**src/rtl/aes_ahb_regfile_pkg.sv**
```systemverilog
// Shared types, register offsets and the address-phase error classifier
// for the AES AHB-Lite register file.
package aes_ahb_pkg;

    typedef enum logic [1:0] {
        IDLE,
        DATA,
        ERR1,
        ERR2
    } regfile_state_e;

    typedef enum logic [1:0] {
        HTRANS_IDLE   = 2'b00,
        HTRANS_BUSY   = 2'b01,
        HTRANS_NONSEQ = 2'b10,
        HTRANS_SEQ    = 2'b11
    } htrans_e;

    localparam logic [2:0] HSIZE_WORD = 3'b010;

    localparam logic [7:0] OFF_SRC    = 8'h00;
    localparam logic [7:0] OFF_DST    = 8'h04;
    localparam logic [7:0] OFF_SIZE   = 8'h08;
    localparam logic [7:0] OFF_CTRL   = 8'h0C;
    localparam logic [7:0] OFF_STATUS = 8'h10;
    localparam logic [7:0] OFF_KEY0   = 8'h20;

    // 1 = the transfer must be answered with a two-cycle ERROR response.
    function automatic logic classify_err(
        input logic        hit,
        input logic [7:0]  off,
        input logic [2:0]  size,
        input logic        write,
        input logic        busy,
        input int unsigned key_words
    );
        logic mapped;
        logic guarded;
        case (off)
            OFF_SRC, OFF_DST, OFF_SIZE, OFF_CTRL, OFF_STATUS: mapped = 1'b1;
            default: mapped = (off >= OFF_KEY0) &&
                              (32'(off) < 32'(OFF_KEY0) + key_words * 32'd4) &&
                              (off[1:0] == 2'b00);
        endcase
        // STATUS stays writable while the core runs so software can ack done.
        guarded = mapped && (off != OFF_STATUS);
        return !hit || !mapped || (size != HSIZE_WORD) || (off[1:0] != 2'b00) ||
               (write && busy && guarded);
    endfunction

endpackage

```
**src/rtl/aes_ahb_regfile_if.sv**
```systemverilog
// AHB-Lite slave-side bus bundle for the AES register file.
interface aes_ahb_regfile_if #(
    parameter int unsigned ADDR_WIDTH = 32
);
    logic                  hsel;
    logic [ADDR_WIDTH-1:0] haddr;
    logic [1:0]            htrans;
    logic                  hwrite;
    logic [2:0]            hsize;
    logic                  hready;
    logic [31:0]           hwdata;
    logic                  hreadyout;
    logic                  hresp;
    logic [31:0]           hrdata;

    modport master (
        output hsel, haddr, htrans, hwrite, hsize, hready, hwdata,
        input  hreadyout, hresp, hrdata
    );

    modport slave (
        input  hsel, haddr, htrans, hwrite, hsize, hready, hwdata,
        output hreadyout, hresp, hrdata
    );
endinterface

```
**src/rtl/aes_ahb_regfile.sv**
```systemverilog
// AHB-Lite register file for the AES accelerator: pointers, size, key, control,
// status/irq, zero-wait legal transfers and two-cycle ERROR responses.
module aes_ahb_regfile
    import aes_ahb_pkg::*;
#(
    parameter int unsigned ADDR_WIDTH = 32,
    parameter logic [31:0] BASE_ADDR  = 32'h0000_0000,
    parameter int unsigned KEY_WORDS  = 4
) (
    input  logic                   hclk,
    input  logic                   hresetn,
    aes_ahb_regfile_if.slave       bus,
    output logic [31:0]            src_addr,
    output logic [31:0]            dst_addr,
    output logic [31:0]            size_data,
    output logic [32*KEY_WORDS-1:0] key,
    output logic [1:0]             mode,
    output logic                   start,
    input  logic                   core_busy,
    input  logic                   core_done,
    output logic                   irq
);

    if (KEY_WORDS != 4 && KEY_WORDS != 6 && KEY_WORDS != 8) begin : g_bad_key_words
        $fatal(1, "aes_ahb_regfile: KEY_WORDS must be 4, 6 or 8");
    end

    regfile_state_e state_q, state_d;
    logic [7:0]     off_q, off_d;
    logic           wr_q, wr_d;

    logic [31:0] src_q, dst_q, size_q;
    logic [1:0]  mode_q, mode_d;
    logic        irq_en_q, irq_en_d;
    logic        done_q, done_d;
    logic        start_q, start_d;
    logic        irq_q, irq_d;

    logic accept;
    logic win_hit;
    logic addr_err;
    logic wr_en;
    logic status_clr;

    assign accept  = bus.hsel && bus.hready &&
                     (bus.htrans == HTRANS_NONSEQ || bus.htrans == HTRANS_SEQ);
    assign win_hit = (bus.haddr[ADDR_WIDTH-1:8] == BASE_ADDR[ADDR_WIDTH-1:8]);
    assign addr_err = classify_err(win_hit, bus.haddr[7:0], bus.hsize, bus.hwrite,
                                   core_busy, KEY_WORDS);

    // Data phase of a legal write; the target register latches hwdata at its end.
    assign wr_en = (state_q == DATA) && wr_q;

    always_comb begin
        state_d = state_q;
        off_d   = off_q;
        wr_d    = wr_q;
        case (state_q)
            ERR1: state_d = ERR2;
            default: begin
                if (accept) begin
                    state_d = addr_err ? ERR1 : DATA;
                    off_d   = bus.haddr[7:0];
                    wr_d    = bus.hwrite;
                end else begin
                    state_d = IDLE;
                end
            end
        endcase
    end

    always_ff @(posedge hclk or negedge hresetn) begin
        if (!hresetn) begin
            state_q <= IDLE;
            off_q   <= '0;
            wr_q    <= 1'b0;
        end else begin
            state_q <= state_d;
            off_q   <= off_d;
            wr_q    <= wr_d;
        end
    end

    always_comb begin
        mode_d     = mode_q;
        irq_en_d   = irq_en_q;
        start_d    = 1'b0;
        status_clr = 1'b0;
        if (wr_en && off_q == OFF_CTRL) begin
            mode_d   = bus.hwdata[1:0];
            irq_en_d = bus.hwdata[3];
            start_d  = bus.hwdata[2];
        end
        if (wr_en && off_q == OFF_STATUS) begin
            status_clr = bus.hwdata[1];
        end
        // A completion landing in the same cycle as the ack must not be lost.
        done_d = core_done || (done_q && !status_clr);
        irq_d  = done_d && irq_en_d;
    end

    always_ff @(posedge hclk or negedge hresetn) begin
        if (!hresetn) begin
            src_q    <= '0;
            dst_q    <= '0;
            size_q   <= '0;
            mode_q   <= '0;
            irq_en_q <= 1'b0;
            done_q   <= 1'b0;
            start_q  <= 1'b0;
            irq_q    <= 1'b0;
        end else begin
            if (wr_en && off_q == OFF_SRC)  src_q  <= bus.hwdata;
            if (wr_en && off_q == OFF_DST)  dst_q  <= bus.hwdata;
            if (wr_en && off_q == OFF_SIZE) size_q <= bus.hwdata;
            mode_q   <= mode_d;
            irq_en_q <= irq_en_d;
            done_q   <= done_d;
            start_q  <= start_d;
            irq_q    <= irq_d;
        end
    end

    for (genvar i = 0; i < KEY_WORDS; i++) begin : g_key
        localparam logic [7:0] KeyOff = 8'(32'(OFF_KEY0) + 32'(4 * i));
        logic [31:0] key_q;

        always_ff @(posedge hclk or negedge hresetn) begin
            if (!hresetn) begin
                key_q <= '0;
            end else if (wr_en && off_q == KeyOff) begin
                key_q <= bus.hwdata;
            end
        end

        // KEY[0] is the most significant word of the key bus.
        assign key[32*(KEY_WORDS-i)-1 -: 32] = key_q;
    end

    always_comb begin
        bus.hrdata = '0;
        if (state_q == DATA && !wr_q) begin
            case (off_q)
                OFF_SRC:    bus.hrdata = src_q;
                OFF_DST:    bus.hrdata = dst_q;
                OFF_SIZE:   bus.hrdata = size_q;
                OFF_CTRL:   bus.hrdata = {28'b0, irq_en_q, 1'b0, mode_q};
                OFF_STATUS: bus.hrdata = {30'b0, done_q, core_busy};
                default:    bus.hrdata = '0;
            endcase
        end
    end

    always_comb begin
        bus.hreadyout = 1'b1;
        bus.hresp     = 1'b0;
        case (state_q)
            ERR1: begin
                bus.hreadyout = 1'b0;
                bus.hresp     = 1'b1;
            end
            ERR2: bus.hresp = 1'b1;
            default: ;
        endcase
    end

    assign src_addr  = src_q;
    assign dst_addr  = dst_q;
    assign size_data = size_q;
    assign mode      = mode_q;
    assign start     = start_q;
    assign irq       = irq_q;

endmodule
```
**src/flat_wrapper.sv**
```systemverilog
// flat-port wrapper written by rule: the top's interface ports become plain ports
module aes_ahb_regfile_flat import aes_ahb_pkg::*;
#(
    parameter int unsigned ADDR_WIDTH = 32,
    parameter logic [31:0] BASE_ADDR  = 32'h0000_0000,
    parameter int unsigned KEY_WORDS  = 4
)
  (hclk, hresetn, src_addr, dst_addr, size_data, key, mode, start, core_busy, core_done, irq, bus_hsel, bus_haddr, bus_htrans, bus_hwrite, bus_hsize, bus_hready, bus_hwdata, bus_hreadyout, bus_hresp, bus_hrdata);
  aes_ahb_regfile_if #(.ADDR_WIDTH(ADDR_WIDTH)) bus_i ();
  input  logic hclk;
  input  logic hresetn;
  output logic [31:0] src_addr;
  output logic [31:0] dst_addr;
  output logic [31:0] size_data;
  output logic [32*KEY_WORDS-1:0] key;
  output logic [1:0] mode;
  output logic start;
  input  logic core_busy;
  input  logic core_done;
  output logic irq;
  input wire logic [$bits(bus_i.hsel)-1:0] bus_hsel;
  input wire logic [$bits(bus_i.haddr)-1:0] bus_haddr;
  input wire logic [$bits(bus_i.htrans)-1:0] bus_htrans;
  input wire logic [$bits(bus_i.hwrite)-1:0] bus_hwrite;
  input wire logic [$bits(bus_i.hsize)-1:0] bus_hsize;
  input wire logic [$bits(bus_i.hready)-1:0] bus_hready;
  input wire logic [$bits(bus_i.hwdata)-1:0] bus_hwdata;
  output wire logic [$bits(bus_i.hreadyout)-1:0] bus_hreadyout;
  output wire logic [$bits(bus_i.hresp)-1:0] bus_hresp;
  output wire logic [$bits(bus_i.hrdata)-1:0] bus_hrdata;
  assign bus_i.hsel = bus_hsel;
  assign bus_i.haddr = bus_haddr;
  assign bus_i.htrans = bus_htrans;
  assign bus_i.hwrite = bus_hwrite;
  assign bus_i.hsize = bus_hsize;
  assign bus_i.hready = bus_hready;
  assign bus_i.hwdata = bus_hwdata;
  assign bus_hreadyout = bus_i.hreadyout;
  assign bus_hresp = bus_i.hresp;
  assign bus_hrdata = bus_i.hrdata;
  aes_ahb_regfile #(.ADDR_WIDTH(ADDR_WIDTH), .BASE_ADDR(BASE_ADDR), .KEY_WORDS(KEY_WORDS)) u_core (.hclk(hclk), .hresetn(hresetn), .bus(bus_i), .src_addr(src_addr), .dst_addr(dst_addr), .size_data(size_data), .key(key), .mode(mode), .start(start), .core_busy(core_busy), .core_done(core_done), .irq(irq));
endmodule
```
**config.mk**
```make
export PLATFORM = sky130hd
export DESIGN_NAME = aes_ahb_regfile_flat
export DESIGN_NICKNAME = d
export VERILOG_FILES = /design/src/rtl/aes_ahb_regfile_pkg.sv /design/src/rtl/aes_ahb_regfile_if.sv /design/src/rtl/aes_ahb_regfile.sv /design/src/flat_wrapper.sv
export SDC_FILE = /design/constraint.sdc
export NUM_CORES = 1
export LEC_CHECK = 0
export ABC_AREA = 1
export ABC_CLOCK_PERIOD_IN_PS = 2150
export CAP_MARGIN = 15
export CORE_MARGIN = 1
export CORE_UTILIZATION = 35
export DETAILED_ROUTE_END_ITERATION = 10
export SYNTH_ARGS = -nofsm -noshare
export SYNTH_HDL_FRONTEND = slang
export SYNTH_SLANG_ARGS = --single-unit
```
**constraint.sdc**
```tcl
create_clock -name hclk -period 2.15 [get_ports hclk]
set_clock_uncertainty 0.15 [all_clocks]
set_input_delay 0.3225 -clock hclk [delete_from_list [all_inputs] [get_ports hclk]]
set_output_delay 0.3225 -clock hclk [all_outputs]
set_load 0.01 [all_outputs]
```
==> Word level (Yosys, flattened, before mapping) <==
Index checks and enable logic that the tools add are counted.
{ "word_totals": {"reg_bits": 241, "inputBits": 76} }
{ "classes": {"magnitude_cmp": 2, "n_eq_ne": 19, "n_mux": 11, "bitwise_logic": 1, "reduce_logical": 38} }
{ "ops": {"columns": ["cell", "n"], "rows": [
  ["32-bit one-hot mux with 5 select lines", 1],
  ["8-bit by 4-bit == test with 1-bit output (second input constant)", 4],
  ["8-bit by 6-bit == test with 1-bit output (second input constant)", 4],
  ["32-bit two-way mux", 1],
  ["24-bit logical NOT", 1],
  ["1-bit logical AND", 20],
  ["8-bit by 3-bit == test with 1-bit output (second input constant)", 2],
  ["8-bit by 5-bit == test with 1-bit output (second input constant)", 2],
  ["8-bit logical NOT", 2],
  ["2-bit == test (second input constant)", 4],
  ["8-bit by 6-bit >= comparator with 1-bit output (second input constant)", 1],
  ["8-bit by 6-bit < comparator with 1-bit output (second input constant)", 1],
  ["8-bit by 5-bit inequality test with 1-bit output (second input constant)", 1],
  ["1-bit logical OR", 6],
  ["1-bit two-way mux", 6],
  ["2-bit two-way mux", 3],
  ["5-bit OR reduction", 1],
  ["1-bit logical NOT", 4],
  ["3-bit by 2-bit inequality test with 1-bit output (second input constant)", 1],
  ["2-bit by 1-bit == test with 1-bit output (second input constant)", 1],
  ["2-bit logical NOT", 1],
  ["2-bit AND reduction", 1],
  ["2-bit nonzero test", 1],
  ["2-bit OR reduction", 1],
  ["1-bit NOT", 1]
]} }

==> Logic depth before layout (Yosys ltp) <==
{ "logic_depth": {"word_depth": 12, "mapped_depth": 11} }

==> Worst setup path after synthesis <==
OpenSTA, ideal clock, no wires.
{ "synth_timing": {"path_type": "reg2out", "from": "register u_core.off_q[2]", "to": "output port bus_hrdata[21]", "arrival_time_ns": 1.380, "t_required_ns": 1.678, "setup_slack_ns": 0.297, "stages_incl_launch_ff": 12, "n_path_buf": 2, "cell_sequence": "dfrtp_1 -> inv_2 -> nand2_1 -> nor2_4 -> inv_1 -> nor2_2 -> buf_4 -> buf_6 -> nand2_1 -> nand3_1 -> nand2_1 -> inv_1"} }
{ "synth_between": {"elab_chain_len": 3, "word_cells_on_any_way": 7} }
{ "synth_rtl": {"columns": ["item", "line_no", "rtl"], "rows": [
  ["start, declared", "aes_ahb_regfile.sv:29", "logic [7:0] off_q, off_d;"],
  ["start signal, assigned", "aes_ahb_regfile.sv:75", "off_q <= '0;"],
  ["start signal, assigned", "aes_ahb_regfile.sv:79", "off_q <= off_d;"],
  ["8-bit by 5-bit == test with 1-bit output, or another cell as far along", "aes_ahb_regfile.sv:143", "case (off_q)"],
  ["32-bit one-hot mux with 5 select lines (*)", "aes_ahb_regfile.sv:143", null],
  ["32-bit two-way mux (*)", "aes_ahb_regfile.sv:142", "if (state_q == DATA && !wr_q) begin"],
  ["end, declared", "flat_wrapper.sv:30", "output wire logic [$bits(bus_i.hrdata)-1:0] bus_hrdata;"]
]} }
Every way passes the cells marked *; elsewhere a longest branch is shown, timed or not.

==> Worst setup path in the final report <==
{ "layout_timing": {"from": "register u_core.off_q[1]", "to": "output port bus_hrdata[9]"} }
Same word-level chain as after synthesis.

==> results.sh <==
export IMPL_clockBufferDepth=3
export IMPL_start_util_pct=35.88
export IMPL_place_hpwl_um=22540
export IMPL_fin_setup_tns_ns=-13.79
export IMPL_clk_latency_ns=0.52
export IMPL_fin_util_pct=57.26
export IMPL_fin_ws_ns=-0.4917
export IMPL_synth_seq_cells=241
export IMPL_syn_avg_cell_area_um2=8.840
export IMPL_grt_pass1_vias=8904
export IMPL_overflow=0
export IMPL_min_period_ns=2.642
export IMPL_relSlewSlack_pct=66.68
export IMPL_syn_to_final_growth_pct=59.59
export IMPL_startpoint_type="flop"
export IMPL_vias_per_cell=4.744
export IMPL_holdCritPathClass="in2async"
export IMPL_setup_viol=32
export IMPL_critical_path_peak_fanout=5
export IMPL_vias=8956
export IMPL_pin_count=338
export IMPL_criticalPathCategory="reg2out"
export IMPL_grt_start_max_net_pins=65
export IMPL_ant_nets=0
export IMPL_syn_nets=1179
export IMPL_met1_length_um=14520
export IMPL_syn_area_um2=9751
export IMPL_synthArstFlopShare_pct=100.0
export IMPL_numPortBuffers=336
export IMPL_grtUsageTotal_pct=23.53
export IMPL_dieArea_um2=28530
export IMPL_worstMarginPinSlew_ns=0.4998
export IMPL_required_ns=1.68
export IMPL_nFillCells=2447
export IMPL_fmax_ghz=0.3785
export IMPL_seq_area_frac_synth_pct=61.85
export IMPL_grt_pass1_wl_um=51880
export IMPL_top_layer="met4"
export IMPL_synth_cell_types=22
export IMPL_power_density_nw_per_um2=778.2
export IMPL_final_common_cell="nand2_1"
export IMPL_cp_end_kind="primary output"
export IMPL_die_height_um=168.9
export IMPL_dr_wl_met3_um=2605
export IMPL_wl_met2_um=16570
export IMPL_coreArea_um2=27180
export IMPL_drt_total_wl_um=34550
export IMPL_htreeDepth=1
export IMPL_die_w_um=168.9
export IMPL_rows=60
export IMPL_regArea_um2=6031
export IMPL_cts_tree="built"
export IMPL_leakage_uw=0.007709
export IMPL_antenna_found_initial=0
export IMPL_outcome="finished, violations left"
export IMPL_synth_edf_count=0
export IMPL_drive_gt1_share_pct=18.21
export IMPL_maxCapViolCount=0
export IMPL_dr_pass1_iters=4
export IMPL_final_cell_mix="332 x nand2_1, 302 x clkdlybuf4s50_1, 241 x dfrtp_1"
export IMPL_violations="setup timing"
export IMPL_cts_sinks=241
export IMPL_root_buffer="clkbuf_16"
export IMPL_rsz0062_at_grt="true"
export IMPL_wire_per_inst_um=18.30
export IMPL_fin_nets=1572
export IMPL_cts_clk_slew_worst_paths_ns=0.06
export IMPL_finalMaxSlewViolations=0
export IMPL_arrival_ns=2.17
export IMPL_hold_viol=0
export IMPL_postSynthCellCount=1103
export IMPL_n_antenna_cell=0
export IMPL_finalCritPeriodShare_pct=122.9
export IMPL_synth_main_ff_cell="dfrtp_1"
export IMPL_ys_warn_count=0
export IMPL_drc_errors=0
export IMPL_gp_congestion=0.8195
export IMPL_multi_input_area_um2=3583
export IMPL_ir_drop_mv=0.4989
export IMPL_drt_iter0_drc=570
export IMPL_cts_buffers=27
## flip-flops by register name, summed over array words and instances (netlist names)
register            flops
u_core.done_q           1
u_core.dst_addr        32
u_core.g_key.key_q    128
u_core.irq              1
u_core.irq_en_q         1
u_core.mode             2
u_core.off_q            8
u_core.size_data       32
u_core.src_addr        32
u_core.start            1
u_core.state_q          2
u_core.wr_q             1
## per-layer routing
metal	up-vias	GRT usage, %
li1	4315	-
met1	4271	29.96
met2	316	39.47
met3	54	5.845
met4	0	7.036
met5	-	0
## stage by stage
step	hold slack [ns]	instances	setup slack [ns]	total power (µW)	cell area (µm²)
finish	0.1928	1888	-0.4917	12110	15560
global route	0.2279	1888	-0.5777	12660	15560
CTS	0.2042	1878	-0.4754	12090	15150
detailed placement	0.1472	1806	-0.2443	7335	13860
global placement	0.1490	1806	-0.2315	7298	13860
floorplan	-0.1231	1103	0.2975	5991	9751
## synth_stat cells, types with 4 or more instances
| cell | n | share of area (%) |
|---|---|---|
| nand3_1 | 45 | 2.3 |
| dfrtp_1 | 241 | 62 |
| inv_1 | 74 | 2.8 |
| inv_2 | 7 | 0.27 |
| nand2_2 | 5 | 0.32 |
| o21ai_0 | 182 | 9.3 |
| o21ai_1 | 51 | 2.6 |
| buf_4 | 6 | 0.46 |
| clkbuf_1 | 35 | 1.3 |
| nor2_2 | 4 | 0.26 |
| buf_2 | 15 | 0.77 |
| nand2_1 | 386 | 15 |
| a21oi_1 | 6 | 0.31 |
| nor2_1 | 34 | 1.3 |
## worst paths after layout
path                                                        from                                    end  slack (ns)  depth (start not counted)
setup / recovery                     u_core.off_q[1]$_DFFE_PN0P_                          bus_hrdata[9]       -0.49                         12
min in group hclk                                      core_done                u_core.done_q$_DFF_PN0_        0.24                          3
hold / removal                                           hresetn   u_core.g_key[3].key_q[9]$_DFFE_PN0P_        0.19                          2
hold reg to reg            u_core.g_key[0].key_q[10]$_DFFE_PN0P_  u_core.g_key[0].key_q[10]$_DFFE_PN0P_        0.33                          2
setup reg to reg                     u_core.off_q[1]$_DFFE_PN0P_  u_core.g_key[0].key_q[30]$_DFFE_PN0P_        0.08                         11
max in group asynchronous                                hresetn  u_core.g_key[3].key_q[17]$_DFFE_PN0P_        0.91                          3
## logic make-up (layout without fill, tap and decap cells)
logic type / after synthesis / in the layout / synth area share [%]
muxes: 1 / 1 / 0.1155
and+or+nand+nor: 484 / 484 / 19.95
AOI/OAI and AO/OA: 239 / 239 / 12.27
buffers and inverters: 138 / 551 / 5.813
DFF: 241 / 241 / 61.85
## cell type report
| type | count | share of cell area [%] |
|---|---|---|
| Sequential cell | 241 | 38.76 |
| Timing Repair Buffer | 421 | 27.62 |
| Multi-Input combinational cell | 724 | 23.03 |
| Clock buffer | 42 | 5.218 |
| Clock inverter | 7 | 0.4020 |
| Inverter | 81 | 1.986 |
| Tap cell | 372 | 2.991 |
## power breakdown
| group | switching [µW] | internal (µW) | total, µW |
|---|---|---|---|
| Clock | 1810 | 2700 | 4510 |
| Combinational | 1140 | 1240 | 2380 |
| Sequential | 311 | 4910 | 5220 |
## timing repair
| action | in CTS | in global routing |
|---|---|---|
| endpoints found under the setup margin | 33 | 72 |
| cloned | 4 | 5 |
| pin swaps | 11 | 26 |
| gates resized for setup | 209 | 84 |
| buffers inserted | 18 | 9 |
| hold endpoints to repair | 54 | 0 |
| hold buffers | 1 | 0 |
## worst max-delay path, cell delays in order, from the launching register on
cell and delay [ns]:
dfrtp_1 0.40, buf_6 0.13, nor2_4 0.13, nand3_4 0.09
nor2_4 0.17, buf_12 0.14, buf_12 0.13, buf_12 0.12
nand2_4 0.04, nand3_2 0.06, nand2_1 0.06, inv_1 0.05
buf_2 0.12
No activity file was read; power rests on OpenSTA's default activity.
